**config.mk**
```make
export PLATFORM = sky130hd
export DESIGN_NAME = remote_cmd_decoder
export DESIGN_NICKNAME = d
export VERILOG_FILES = /design/src/rtl/remote_cmd_decoder.sv
export SDC_FILE = /design/constraint.sdc
export NUM_CORES = 1
export LEC_CHECK = 0
export BUFFER_PORTS_ARGS = -buffer_cell sky130_fd_sc_hd__buf_4
export CAP_MARGIN = 20
export CORE_UTILIZATION = 33
export CTS_CLUSTER_SIZE = 16
export DETAILED_ROUTE_END_ITERATION = 10
export SETUP_SLACK_MARGIN = 0.5
export SYNTH_ARGS = -nofsm -noshare
export SYNTH_HDL_FRONTEND = slang
export SYNTH_SLANG_ARGS = --single-unit
export TNS_END_PERCENT = 100
```
**constraint.sdc**
```tcl
create_clock -name clk -period 3.3 [get_ports clk]
set_input_delay 0.66 -clock clk [delete_from_list [all_inputs] [get_ports clk]]
set_output_delay 0.66 -clock clk [all_outputs]
set_load 0.03 [all_outputs]
```
**src/rtl/remote_cmd_decoder.sv**
```systemverilog
// remote_cmd_decoder
// Parses framed command packets from the receive stack's 16-bit word stream.
// Each frame is one run of consecutive valid words:
//   {MAGIC,type}, seq, L, payload[0..L-1], checksum
// Payload words are written to an external RAM as they arrive, so RAM
// contents are only trustworthy after cmd_valid. Good frames raise
// cmd_valid. Bad, short, oversized or duplicate frames raise drop.
module remote_cmd_decoder #(
    parameter logic [7:0] MAGIC     = 8'hA5,
    parameter int         MAX_WORDS = 64,
    parameter int         AW        = 6
) (
    input  logic          clk,
    input  logic          rst,
    input  logic          axiiv,
    input  logic [15:0]   axiid,
    output logic          wr_en,
    output logic [AW-1:0] wr_addr,
    output logic [15:0]   wr_data,
    output logic          cmd_valid,
    output logic [7:0]    cmd_type,
    output logic [15:0]   cmd_seq,
    output logic [AW:0]   cmd_len,
    output logic          drop,
    output logic [15:0]   drop_count
);

    localparam logic [15:0] MAX_LEN = 16'(MAX_WORDS);
    localparam logic [AW:0] IDX_ONE = (AW+1)'(1);

    typedef enum logic [2:0] {
        S_IDLE = 3'd0,
        S_SEQ  = 3'd1,
        S_LEN  = 3'd2,
        S_PAY  = 3'd3,
        S_CSUM = 3'd4,
        S_DONE = 3'd5,
        S_DROP = 3'd6
    } state_t;

    state_t        state_r, state_next_s;

    // Context of the frame currently being parsed
    logic [7:0]    type_r;
    logic [15:0]   seq_r;
    logic [AW:0]   len_r;
    logic [AW:0]   idx_r;
    logic [15:0]   sum_r;

    // Registered outputs
    logic          wr_en_r;
    logic [AW-1:0] wr_addr_r;
    logic [15:0]   wr_data_r;
    logic          cmd_valid_r;
    logic [7:0]    cmd_type_r;
    logic [15:0]   cmd_seq_r;
    logic [AW:0]   cmd_len_r;
    logic          drop_r;
    logic [15:0]   drop_count_r;
    logic          committed_r;

    // Control decoded from the current state and word
    logic          latch_type_s;
    logic          latch_seq_s;
    logic          latch_len_s;
    logic          accept_s;
    logic          frame_good_s;
    logic          frame_bad_s;
    logic          is_dup_s;
    logic          commit_s;
    logic          reject_s;

    // Next-state and per-cycle control decode
    always_comb begin
        state_next_s = state_r;
        latch_type_s = 1'b0;
        latch_seq_s  = 1'b0;
        latch_len_s  = 1'b0;
        accept_s     = 1'b0;
        frame_good_s = 1'b0;
        frame_bad_s  = 1'b0;
        case (state_r)
            S_IDLE: begin
                if (axiiv) begin
                    if (axiid[15:8] == MAGIC) begin
                        latch_type_s = 1'b1;
                        state_next_s = S_SEQ;
                    end else begin
                        state_next_s = S_DROP;
                    end
                end else begin
                    state_next_s = S_IDLE;
                end
            end
            S_SEQ: begin
                if (axiiv) begin
                    latch_seq_s  = 1'b1;
                    state_next_s = S_LEN;
                end else begin
                    frame_bad_s  = 1'b1;
                    state_next_s = S_IDLE;
                end
            end
            S_LEN: begin
                if (axiiv) begin
                    if ((axiid == 16'h0000) || (axiid > MAX_LEN)) begin
                        state_next_s = S_DROP;
                    end else begin
                        latch_len_s  = 1'b1;
                        state_next_s = S_PAY;
                    end
                end else begin
                    frame_bad_s  = 1'b1;
                    state_next_s = S_IDLE;
                end
            end
            S_PAY: begin
                if (axiiv) begin
                    accept_s = 1'b1;
                    if ((idx_r + IDX_ONE) == len_r) begin
                        state_next_s = S_CSUM;
                    end else begin
                        state_next_s = S_PAY;
                    end
                end else begin
                    frame_bad_s  = 1'b1;
                    state_next_s = S_IDLE;
                end
            end
            S_CSUM: begin
                if (axiiv) begin
                    if (axiid == sum_r) begin
                        state_next_s = S_DONE;
                    end else begin
                        state_next_s = S_DROP;
                    end
                end else begin
                    frame_bad_s  = 1'b1;
                    state_next_s = S_IDLE;
                end
            end
            S_DONE: begin
                if (axiiv) begin
                    state_next_s = S_DONE;
                end else begin
                    frame_good_s = 1'b1;
                    state_next_s = S_IDLE;
                end
            end
            S_DROP: begin
                if (axiiv) begin
                    state_next_s = S_DROP;
                end else begin
                    frame_bad_s  = 1'b1;
                    state_next_s = S_IDLE;
                end
            end
            default: begin
                state_next_s = S_IDLE;
            end
        endcase
    end

    // A passing frame repeating the last committed sequence number is
    // rejected. The first frame after reset is always eligible.
    assign is_dup_s = committed_r && (seq_r == cmd_seq_r);
    assign commit_s = frame_good_s && !is_dup_s;
    assign reject_s = frame_bad_s || (frame_good_s && is_dup_s);

    // State register
    always_ff @(posedge clk) begin
        if (rst) begin
            state_r <= S_IDLE;
        end else begin
            state_r <= state_next_s;
        end
    end

    // Header capture, payload index and running checksum
    always_ff @(posedge clk) begin
        if (rst) begin
            type_r <= 8'h00;
            seq_r  <= 16'h0000;
            len_r  <= '0;
            idx_r  <= '0;
            sum_r  <= 16'h0000;
        end else begin
            if (latch_type_s) begin
                type_r <= axiid[7:0];
            end
            if (latch_seq_s) begin
                seq_r <= axiid;
            end
            if (latch_len_s) begin
                len_r <= axiid[AW:0];
                idx_r <= '0;
                sum_r <= 16'h0000;
            end else if (accept_s) begin
                idx_r <= idx_r + IDX_ONE;
                sum_r <= sum_r + axiid;
            end
        end
    end

    // Payload RAM write port, one cycle behind the accepted word
    always_ff @(posedge clk) begin
        if (rst) begin
            wr_en_r   <= 1'b0;
            wr_addr_r <= '0;
            wr_data_r <= 16'h0000;
        end else begin
            wr_en_r <= accept_s;
            if (accept_s) begin
                wr_addr_r <= idx_r[AW-1:0];
                wr_data_r <= axiid;
            end
        end
    end

    // Commit / drop strobes, committed command fields and drop counter
    always_ff @(posedge clk) begin
        if (rst) begin
            cmd_valid_r  <= 1'b0;
            drop_r       <= 1'b0;
            cmd_type_r   <= 8'h00;
            cmd_seq_r    <= 16'h0000;
            cmd_len_r    <= '0;
            drop_count_r <= 16'h0000;
            committed_r  <= 1'b0;
        end else begin
            cmd_valid_r <= commit_s;
            drop_r      <= reject_s;
            if (commit_s) begin
                cmd_type_r  <= type_r;
                cmd_seq_r   <= seq_r;
                cmd_len_r   <= len_r;
                committed_r <= 1'b1;
            end
            if (reject_s) begin
                drop_count_r <= drop_count_r + 16'd1;
            end
        end
    end

    assign wr_en      = wr_en_r;
    assign wr_addr    = wr_addr_r;
    assign wr_data    = wr_data_r;
    assign cmd_valid  = cmd_valid_r;
    assign cmd_type   = cmd_type_r;
    assign cmd_seq    = cmd_seq_r;
    assign cmd_len    = cmd_len_r;
    assign drop       = drop_r;
    assign drop_count = drop_count_r;

endmodule

```
==> out/metrics.cfg, run 1 <==
[run_status]
outcome = completed

[place]
placed_area_sq_um = 7100
portBuffers = 90
dp_slack_ps = 460
place_congestion = 0.832
dp_hpwl_um = 11300

[floorplanning]
io_pins = 91
die_w_um = 140
core_region_area_sq_um = 18600
fp.dieArea_sq_um = 19600
initial_core_util = 0.337
die_h_um = 140
num_rows = 50

[layout]
fin_util = 0.411
diodes = 0
fin_nets = 847
design_area_sq_um = 7660
final_layout_size_suffix_gt1_frac = 0.177
syn_to_final_growth_pct = 22.1

[logic_synthesis]
synth_nets = 777
muxShareOfSynthArea = 0.0892
synth-compound-area-share = 0.136
yosys.area.top_type = dfxtp_1
synth_seq_area_share = 0.415
yosysWarnings = 0
async_reset_ff_frac = 0
synth-simple-area-share = 0.230
synth_cells = 740
ys_ff_latch = 130
synth_top_cell_area_share = 0.415
synth_top_family_by_area = simple AND/OR/NAND/NOR gates
synth-xor-area-share = 0.0489
synth.avg_cell_area_sq_um = 8.48
synthFlopType = dfxtp_1
synthesis.area_sq_um = 6270
yosys-top-cells-area = dfxtp_1, mux2i_1, nand2_1
synth_edf_count = 0
yosys.cell_types.count = 66
synthAdderAreaFrac = 0.0371

[clock_tree]
clkSlewWorstSetupHoldPaths_ps = 60
htreeDepth = 4
cts_setup_buffers = 0
cts-resized-gates = 0
cts_buffers = 17
cts_sinks = 130
cts_tree = done
cts_max_path_buffers = 2
clock-root-buffer = clkbuf_16
holdBufCountCts = 0
clkLatencyLatePin_ps = 410

[timing]
setup_viol = 0
finClkSkew_ps = 6.15
relSlewSlack = 0.456
worst_slew_pin_slew_ps = 816
rsz0062_at_grt = no
setup_ws_ps = 860
min_period_over_period = 0.739
fmax_mhz = 410
layout_min_cycle_time_ps = 2440
finalMaxSlewViolations = 0
hold_viol = 0
fin_tns_setup_ps = 0

[global_routing]
grt_pass1_vias = 5041
globalRouteOverflowTotal = 0
grt.total_usage = 0.174
grt_max_degree = 67
antenna_found_initial = 0
grt_pass1_wl_um = 26800

[hold_path]
holdPathStages = 2
hp-start = wr_data[6]$_SDFFE_PP0P_
hold_path_class = reg -> reg
hold_end = wr_data[6]$_SDFFE_PP0P_

[worst_setup_path]
start_kind = input pin
rr_startpoint = sum_r[1]$_SDFFE_PP0P_
reg2reg_to = sum_r[15]$_SDFFE_PP0P_
worstSetupPathType = in -> reg
path_max_fanout = 6
cp.required_ps = 3600
rrSetupSlack_ps = 940
worstSetupEndpointType = flop
rr_worst_depth = 7
worstPathArrival_ps = 2740

[routing]
drc = 0
routed.top_layer = met4
drt-total-wl_um = 16300
drt-initial-drc-count = 339
wl_per_cell_um = 15.4
vias = 5328
wl_met2_um = 7490
drtAntennaViolNets = 0
wirelength_met1_um = 7970
firstDrtPassIters = 4
viasPerCell = 5.05
met3_length_um = 582

[pwr]
cellPowerDensity_nw_per_um2 = 463
power.leakage_nw = 2.97
vdd_drop_max_mv = 0.315

[flow_run]
cap_violations = 0

-- how the worst max path moves through the flow --
stage,start,endpoint,slack (ps),depth (start not counted)
after global placement,axiid[1],sum_r[15]$_SDFFE_PP0P_,540,8
after global routing,axiid[1],sum_r[15]$_SDFFE_PP0P_,750,8
after CTS,axiid[1],sum_r[15]$_SDFFE_PP0P_,900,8
after detailed placement,axiid[1],sum_r[15]$_SDFFE_PP0P_,460,8
after floorplan,axiid[5],sum_r[15]$_SDFFE_PP0P_,780,8
final,axiid[1],sum_r[15]$_SDFFE_PP0P_,860,8
-- worst max-delay path, cell delays in order --
cell      delay, ps
buf_4           140
ha_1            330
a211oi_1        510
nor4_2          130
o41a_1          390
and2_1          160
nor2_1          100
mux2_2          330
-- cells in the mapped netlist (all sizes together) (16+ instances only) --
cell type and count:
o21ai 22, nand3 21, nor2 96, nor3 16, clkbuf 23, dfxtp 130, nand2 101, mux2i 48
ha 17, a21oi 69, buf 24, xnor2 30
-- placed cells by master, fill, tap and decap left out, types with 21 or more instances in the layout --
cell type,Yosys,final
a21oi_1,69,69
buf_4,5,97
dfxtp_1,130,130
mux2i_1,48,48
nand2_1,101,101
nand3_1,21,21
nor2_1,96,96
o21ai_0,22,22
xnor2_1,30,30
-- where the power goes --
part	internal (mW)	switching, mW
Clock	1.16	0.664
Combinational	0.0477	0.0974
Sequential	1.57	0.00648
Total	2.78	0.768
-- layer usage --
layer,global-route usage,vias to the layer above
met3,0.0392,16
met1,0.231,2482
li1,-,2709
met5,0,-
met4,0.0613,0
met2,0.276,121
-- through the flow --
step | power [mW] | std cells | hold WS [ps]
after detailed placement | 1.76 | 1025 | 450
after global placement | 1.76 | 1025 | 445
final | 3.55 | 1055 | 456
after CTS | 3.59 | 1055 | 459
after floorplan | 1.70 | 740 | 436
after global routing | 3.68 | 1055 | 474
-- area by class of cell --
type	count	area, sq um
Multi-Input combinational cell	550	3400
Inverter	13	48.8
Tap cell	234	293
Timing Repair Buffer	98	748
Fill cell	1882	11000
Clock buffer	24	482
Sequential cell	130	2600
Clock inverter	6	80.1
-- sequential cells by signal, summed over array words and instances (netlist names) --
signal       count
cmd_seq         16
drop_count      16
seq_r           16
sum_r           16
wr_data         16
cmd_type         8
type_r           8
cmd_len          7
idx_r            7
len_r            7
wr_addr          6
state_r          3
cmd_valid        1
committed_r      1
drop             1
wr_en            1
-- cells by family (layout without fill, tap and decap cells) --
kind of cell / count (synthesis) / after routing
and+or+nand+nor: 304 / 304
AOI/OAI and AO/OA: 138 / 138
DFF: 130 / 130
buffers and inverters: 60 / 141
muxes: 55 / 55
xor gates and xnor gates: 35 / 35
adders and majority gates: 18 / 18
Power figures use the tool's default switching activity.
==> inputs of run 2 (changes only) <==
- clock period: 3.3 -> 2.3 ns (I/O delays scaled with it)
==> run 2 against run 1 <==
Non-clock buffer count increased by 79. Die area unchanged. Clock power increased by 54%. Final area increased by 18%. Clock skew increased by 4.2 ps.
==> out/metrics.cfg, run 2 (same netlist as run 1, synthesis figures left out) <==
[worst_setup_path]
path_buf_inv = 0  ; was 1
rr_startpoint = sum_r[13]$_SDFFE_PP0P_  ; was sum_r[1]$_SDFFE_PP0P_
worstSetupEndpointType = flop  ; unchanged
cp_cell_sequence = ha_4 > o21ai_0 > o21ai_1 > mux2_2 > o221ai_1 > nor2_4 > mux2_4  ; was buf_4 > ha_1 > a211oi_1 > nor4_2 > o41a_1 > and2_1 > nor2_1 > mux2_2
worstSetupPathType = reg -> reg  ; was in -> reg
crit_slowest_cell = mux2_2  ; was a211oi_1
path_max_fanout = 5  ; was 6
crit_path_start = sum_r[13]$_SDFFE_PP0P_  ; was axiid[1]
worstPathArrival_ps = 2360  ; was 2740 ps
start_kind = flop  ; was input pin
cp_slowest_stage_delay_ps = 360  ; was 510 ps
path_delay_family = multiplexers  ; was compound AO/OA/AOI/OAI gates
cp.required_ps = 2610  ; was 3600 ps

[global_routing]
globalRouteOverflowTotal = 0  ; unchanged
grt_pass1_wl_um = 28000  ; was 26800 um
grt.total_usage = 0.183  ; was 0.174
antenna_found_initial = 0  ; unchanged
use_met3 = 0.0399  ; was 0.0392
use_met1 = 0.237  ; was 0.231
grt_max_degree = 109  ; was 67
gr-usage-met2 = 0.301  ; was 0.276
grt_pass1_vias = 5338  ; was 5041
globalRoute.busiestLayer = met2  ; unchanged

[routing]
drtAntennaViolNets = 0  ; unchanged
drt-total-wl_um = 18100  ; was 16300 um
drt-initial-drc-count = 282  ; was 339
vias = 5752  ; was 5328
wl_per_cell_um = 16.0  ; was 15.4 um
viasPerCell = 5.06  ; was 5.05
firstDrtPassIters = 5  ; was 4
drc = 0  ; unchanged

[timing]
finalMaxSlewViolations = 0  ; unchanged
min_period_over_period = 0.889
fmax_mhz = 489
relSlewSlack = 0.586  ; was 0.456
worst_slew_pin_slew_ps = 619  ; was 816 ps
setup_viol = 0  ; unchanged
layout_min_cycle_time_ps = 2040
finClkSkew_ps = 10.4  ; was 6.15 ps
hold_viol = 0  ; unchanged
rsz0062_at_grt = yes  ; was no

[floorplanning]
die_w_um = 140  ; unchanged
io_pins = 91  ; unchanged
die_h_um = 140  ; unchanged
fp.dieArea_sq_um = 19600  ; unchanged
initial_core_util = 0.337  ; unchanged
num_rows = 50  ; unchanged
core_region_area_sq_um = 18600  ; unchanged

[flow_run]
cap_violations = 0  ; unchanged

[layout]
layout.cells.most_common_list = buf_4, nand2_1, nor2_1, dfxtp_1, a21oi_1  ; was dfxtp_1, nand2_1, buf_4, nor2_1, a21oi_1
final_layout_size_suffix_gt1_frac = 0.363  ; was 0.177
syn_to_final_growth_pct = 44.0  ; was 22.1%
fin_nets = 926  ; was 847
fin_util = 0.484  ; was 0.411
final_common_cell = buf_4  ; was dfxtp_1
diodes = 0  ; unchanged
nFillCells = 1745  ; was 1882
multi_input_comb_area_sq_um = 3870  ; was 3400 sq um
seq_area_sq_um = 2670  ; was 2600 sq um

[hold_path]
hold_path_class = in -> reg  ; was reg -> reg
hp-start = axiid[9]  ; was wr_data[6]$_SDFFE_PP0P_

[pwr]
finalPower_mw = 5.38  ; was 3.55 mW
power.leakage_nw = 3.49  ; was 2.97 nW
vdd_drop_max_mv = 0.536  ; was 0.315 mV
cellPowerDensity_nw_per_um2 = 596  ; was 463 nW/um^2

[run_status]
outcome = completed  ; unchanged

[place]
dp_hpwl_um = 12000  ; was 11300 um
place_congestion = 0.830  ; was 0.832
portBuffers = 90  ; unchanged

[clock_tree]
cts_tree = done  ; unchanged
cts_sinks = 130  ; unchanged
cts_buffers = 17  ; unchanged
clkLatencyLatePin_ps = 420  ; was 410 ps
htreeDepth = 4  ; unchanged
clkSlewWorstSetupHoldPaths_ps = 60  ; about the same
cts_max_path_buffers = 2  ; unchanged
clock-root-buffer = clkbuf_16  ; unchanged

## run 2: where the power goes
group / total [mW] / switching [mW] / internal (mW)
clock: 2.81 / 1.05 / 1.76
sequential: 2.26 / 0.00657 / 2.25
combinational: 0.314 / 0.180 / 0.134
## run 2: worst paths after layout
path,end,slack (ps),cells past startpoint
worst max-delay path,sum_r[15]$_SDFFE_PP0P_,260,7
worst min-delay path,seq_r[9]$_SDFFE_PP0P_,330,3
worst max register to register,sum_r[15]$_SDFFE_PP0P_,260,7
worst min register to register,wr_data[10]$_SDFFE_PP0P_,450,2
## run 2: metal layers
| metal | vias up | part of all wire |
|---|---|---|
| met1 | 2735 | 0.46 |
| li1 | 2875 | - |
| met3 | 23 | 0.036 |
| met5 | - | 0 |
| met4 | 0 | 0.015 |
| met2 | 119 | 0.48 |
## run 2: area by class of cell
| type | instances | share of cell area |
|---|---|---|
| well taps | 234 | 0.0324 |
| clock inverters | 13 | 0.0176 |
| multi-input cells | 550 | 0.428 |
| repair buffers | 177 | 0.171 |
| flip-flops and latches | 130 | 0.295 |
| inverters | 13 | 0.00540 |
| clock buffers | 19 | 0.0502 |
## run 2: repair_timing
action / in CTS / in global routing
resized for setup: 31 / 75
cloned: 4 / 0
pin swaps: 23 / 51
hold buffers: 0 / 0
setup buffers: 11 / 15
setup endpoints to repair: 65 / 89
## run 2: metrics by stage
stage | instances | instance area [sq um] | setup TNS (ps) | worst slack (ps) | hold slack (ps)
2_1_floorplan | 740 | 6500 | 0 | 39.6 | 437
3_3_place_gp | 1074 | 7670 | -132 | -69.2 | 444
3_5_place_dp | 1074 | 7670 | -165 | -94.8 | 448
4_1_cts | 1121 | 8600 | 0 | 237 | 313
5_1_grt | 1136 | 9030 | 0 | 163 | 315
6_report | 1136 | 9030 | 0 | 256 | 329
## run 2: worst reg2reg max path, stage by stage, from the launching register on
cell,delay (ps)
dfxtp_1,340
ha_4,300
o21ai_0,120
o21ai_1,180
mux2_2,360
o221ai_1,300
nor2_4,50
mux2_4,290
==> inputs of run 3 (changes only) <==
--- a/config.mk
+++ b/config.mk
@@ -10,3 +10,2 @@
 export CORE_UTILIZATION = 33
-export CTS_CLUSTER_SIZE = 16
 export DETAILED_ROUTE_END_ITERATION = 10
==> constraint.sdc (replaced) <==
create_clock -name clk -period 2.3 [get_ports clk]
set_input_delay 0.345 -clock clk [delete_from_list [all_inputs] [get_ports clk]]
set_output_delay 0.345 -clock clk [all_outputs]
set_load 0.03 [all_outputs]
==> run 3 against run 2 <==
Sequential cell count unchanged. Core utilization decreased by 0.55 points. Die area unchanged. Sequential power about the same. Register-to-register slack improved by 20 ps. Largest cell class unchanged.
==> out/metrics.cfg, run 3 (same netlist as run 1, synthesis figures left out) <==
[timing]
rsz0062_at_grt = yes  ; unchanged
min_period_over_period = 0.879  ; was 0.889
fin_worst_hold_slack_ps = 213  ; was 329 ps
finalMaxSlewViolations = 0  ; unchanged
setup_viol = 0  ; unchanged
relSlewSlack = 0.615  ; was 0.586
layout_min_cycle_time_ps = 2020  ; was 2040 ps
fin_tns_setup_ps = 0  ; unchanged
finClkSkew_ps = 5.49  ; was 10.4 ps
worst_slew_pin_slew_ps = 576  ; was 619 ps
fmax_mhz = 495  ; was 489 MHz
hold_viol = 0  ; unchanged

[clock_tree]
clkSlewWorstSetupHoldPaths_ps = 60  ; about the same
clock-root-buffer = clkbuf_16  ; unchanged
cts_buffers = 17  ; unchanged
cts_tree = done  ; unchanged
clkLatencyLatePin_ps = 420  ; about the same
cts_max_path_buffers = 2  ; unchanged
cts_sinks = 130  ; unchanged
holdBufCountCts = 0  ; unchanged
htreeDepth = 4  ; unchanged

[routing]
drtAntennaViolNets = 0  ; unchanged
drt-total-wl_um = 17800  ; was 18100 um
viasPerCell = 5.05  ; was 5.06
drc = 0  ; unchanged
vias = 5686  ; was 5752
drt-initial-drc-count = 364  ; was 282
firstDrtPassIters = 4  ; was 5
wl_per_cell_um = 15.8  ; was 16.0 um

[layout]
diodes = 0  ; unchanged
layout.cells.most_common_list = buf_4, nand2_1, nor2_1, dfxtp_1, a21oi_1  ; unchanged
final_layout_size_suffix_gt1_frac = 0.357  ; was 0.363
design_area_sq_um = 8930  ; was 9030 sq um
final_common_cell = buf_4  ; unchanged
fin_nets = 917  ; was 926
syn_to_final_growth_pct = 42.3  ; was 44.0%

[worst_setup_path]
path_max_fanout = 4  ; was 5
worstPathArrival_ps = 2330  ; was 2360 ps
rr_worst_depth = 7  ; unchanged
start_kind = flop  ; unchanged
cp.required_ps = 2610  ; about the same
reg2reg_to = sum_r[15]$_SDFFE_PP0P_  ; unchanged
crit_slowest_cell = o41a_1  ; was mux2_2
cp_cell_sequence = ha_4 > a21o_1 > o21a_1 > o41a_1 > and2_1 > nor2_2 > mux2_4  ; was ha_4 > o21ai_0 > o21ai_1 > mux2_2 > o221ai_1 > nor2_4 > mux2_4
rrSetupSlack_ps = 280  ; was 260 ps
worstSetupEndpointType = flop  ; unchanged
crit_path_start = sum_r[5]$_SDFFE_PP0P_  ; was sum_r[13]$_SDFFE_PP0P_
worstSetupPathType = reg -> reg  ; unchanged
endpoint = sum_r[15]$_SDFFE_PP0P_  ; unchanged
rr_startpoint = sum_r[5]$_SDFFE_PP0P_  ; was sum_r[13]$_SDFFE_PP0P_
cp_slowest_stage_delay_ps = 410  ; was 360 ps

[global_routing]
grt_max_degree = 63  ; was 109
grt_pass1_vias = 5239  ; was 5338
globalRouteOverflowTotal = 0  ; unchanged
grt.total_usage = 0.181  ; was 0.183
grt_pass1_wl_um = 27800  ; was 28000 um
antenna_found_initial = 0  ; unchanged

[floorplanning]
core_region_area_sq_um = 18600  ; unchanged
io_pins = 91  ; unchanged
die_h_um = 140  ; unchanged
die_w_um = 140  ; unchanged
fp.dieArea_sq_um = 19600  ; unchanged
initial_core_util = 0.337  ; unchanged
num_rows = 50  ; unchanged

[pwr]
vdd_drop_max_mv = 0.545  ; was 0.536 mV
power.leakage_nw = 3.42  ; was 3.49 nW
cellPowerDensity_nw_per_um2 = 583  ; was 596 nW/um^2

[place]
place_congestion = 0.840  ; was 0.830
placed_area_sq_um = 7510  ; was 7670 sq um
dp_hpwl_um = 11400  ; was 12000 um
portBuffers = 90  ; unchanged

[hold_path]
hold_path_class = in -> reg  ; unchanged
holdPathStages = 3  ; unchanged

[run_status]
outcome = completed  ; unchanged

[flow_run]
cap_violations = 0  ; unchanged

-- run 3: layout make-up --
cell class / instances / area (sq um)
clock buffer: 21 / 482
clock inverter: 11 / 101
fill: 1785 / 9710
inverter: 13 / 48.8
multi-input combinational: 551 / 3920
sequential: 130 / 2690
tap: 234 / 293
timing repair buffer: 167 / 1400
-- run 3: critical path, delay by kind of cell (launching register included) --
family                     cells  cell delay, ps
AOI/OAI and AO/OA              3             790
DFF                            1             330
muxes                          1             300
and+or+nand+nor                2             270
adders and majority gates      1             230
-- run 3: power by group --
| group | total (mW) | switching (mW) | internal, mW |
|---|---|---|---|
| Sequential | 2.25 | 0.00827 | 2.24 |
| Clock | 2.66 | 1.05 | 1.61 |
| Combinational | 0.291 | 0.173 | 0.118 |
-- run 3: metal layers --
metal  track usage  vias to the layer above  wire, um
met2         0.299                      108      8500
met5             0                        -         0
met3        0.0406                       17       611
met4        0.0532                        0       228
met1         0.235                     2693      8480
li1              -                     2868         -
-- run 3: worst min-delay path by stage --
stage	from	endpoint
floorplan	sum_r[9]$_SDFFE_PP0P_	sum_r[9]$_SDFFE_PP0P_
global placement	wr_data[7]$_SDFFE_PP0P_	wr_data[7]$_SDFFE_PP0P_
detailed placement	sum_r[9]$_SDFFE_PP0P_	sum_r[9]$_SDFFE_PP0P_
CTS	axiid[10]	wr_data[10]$_SDFFE_PP0P_
global route	axiid[10]	wr_data[10]$_SDFFE_PP0P_
finish	axiid[10]	wr_data[10]$_SDFFE_PP0P_
-- run 3: timing repair --
| action | in CTS | in global routing |
|---|---|---|
| endpoints found under the setup margin | 65 | 63 |
| resized for setup | 63 | 41 |
| setup buffers | 27 | 11 |
| pin swaps | 39 | 36 |
| cloned | 1 | 3 |
-- run 3: metrics by stage --
stage	instances	worst slack, ps	util	power [mW]
2_1_floorplan	740	155	-	2.44
4_1_cts	1113	283	0.461	5.25
3_5_place_dp	1053	34.1	0.403	2.55
3_3_place_gp	1053	60.5	0.403	2.55
6_report	1127	279	0.479	5.20
5_1_grt	1127	194	0.479	5.37
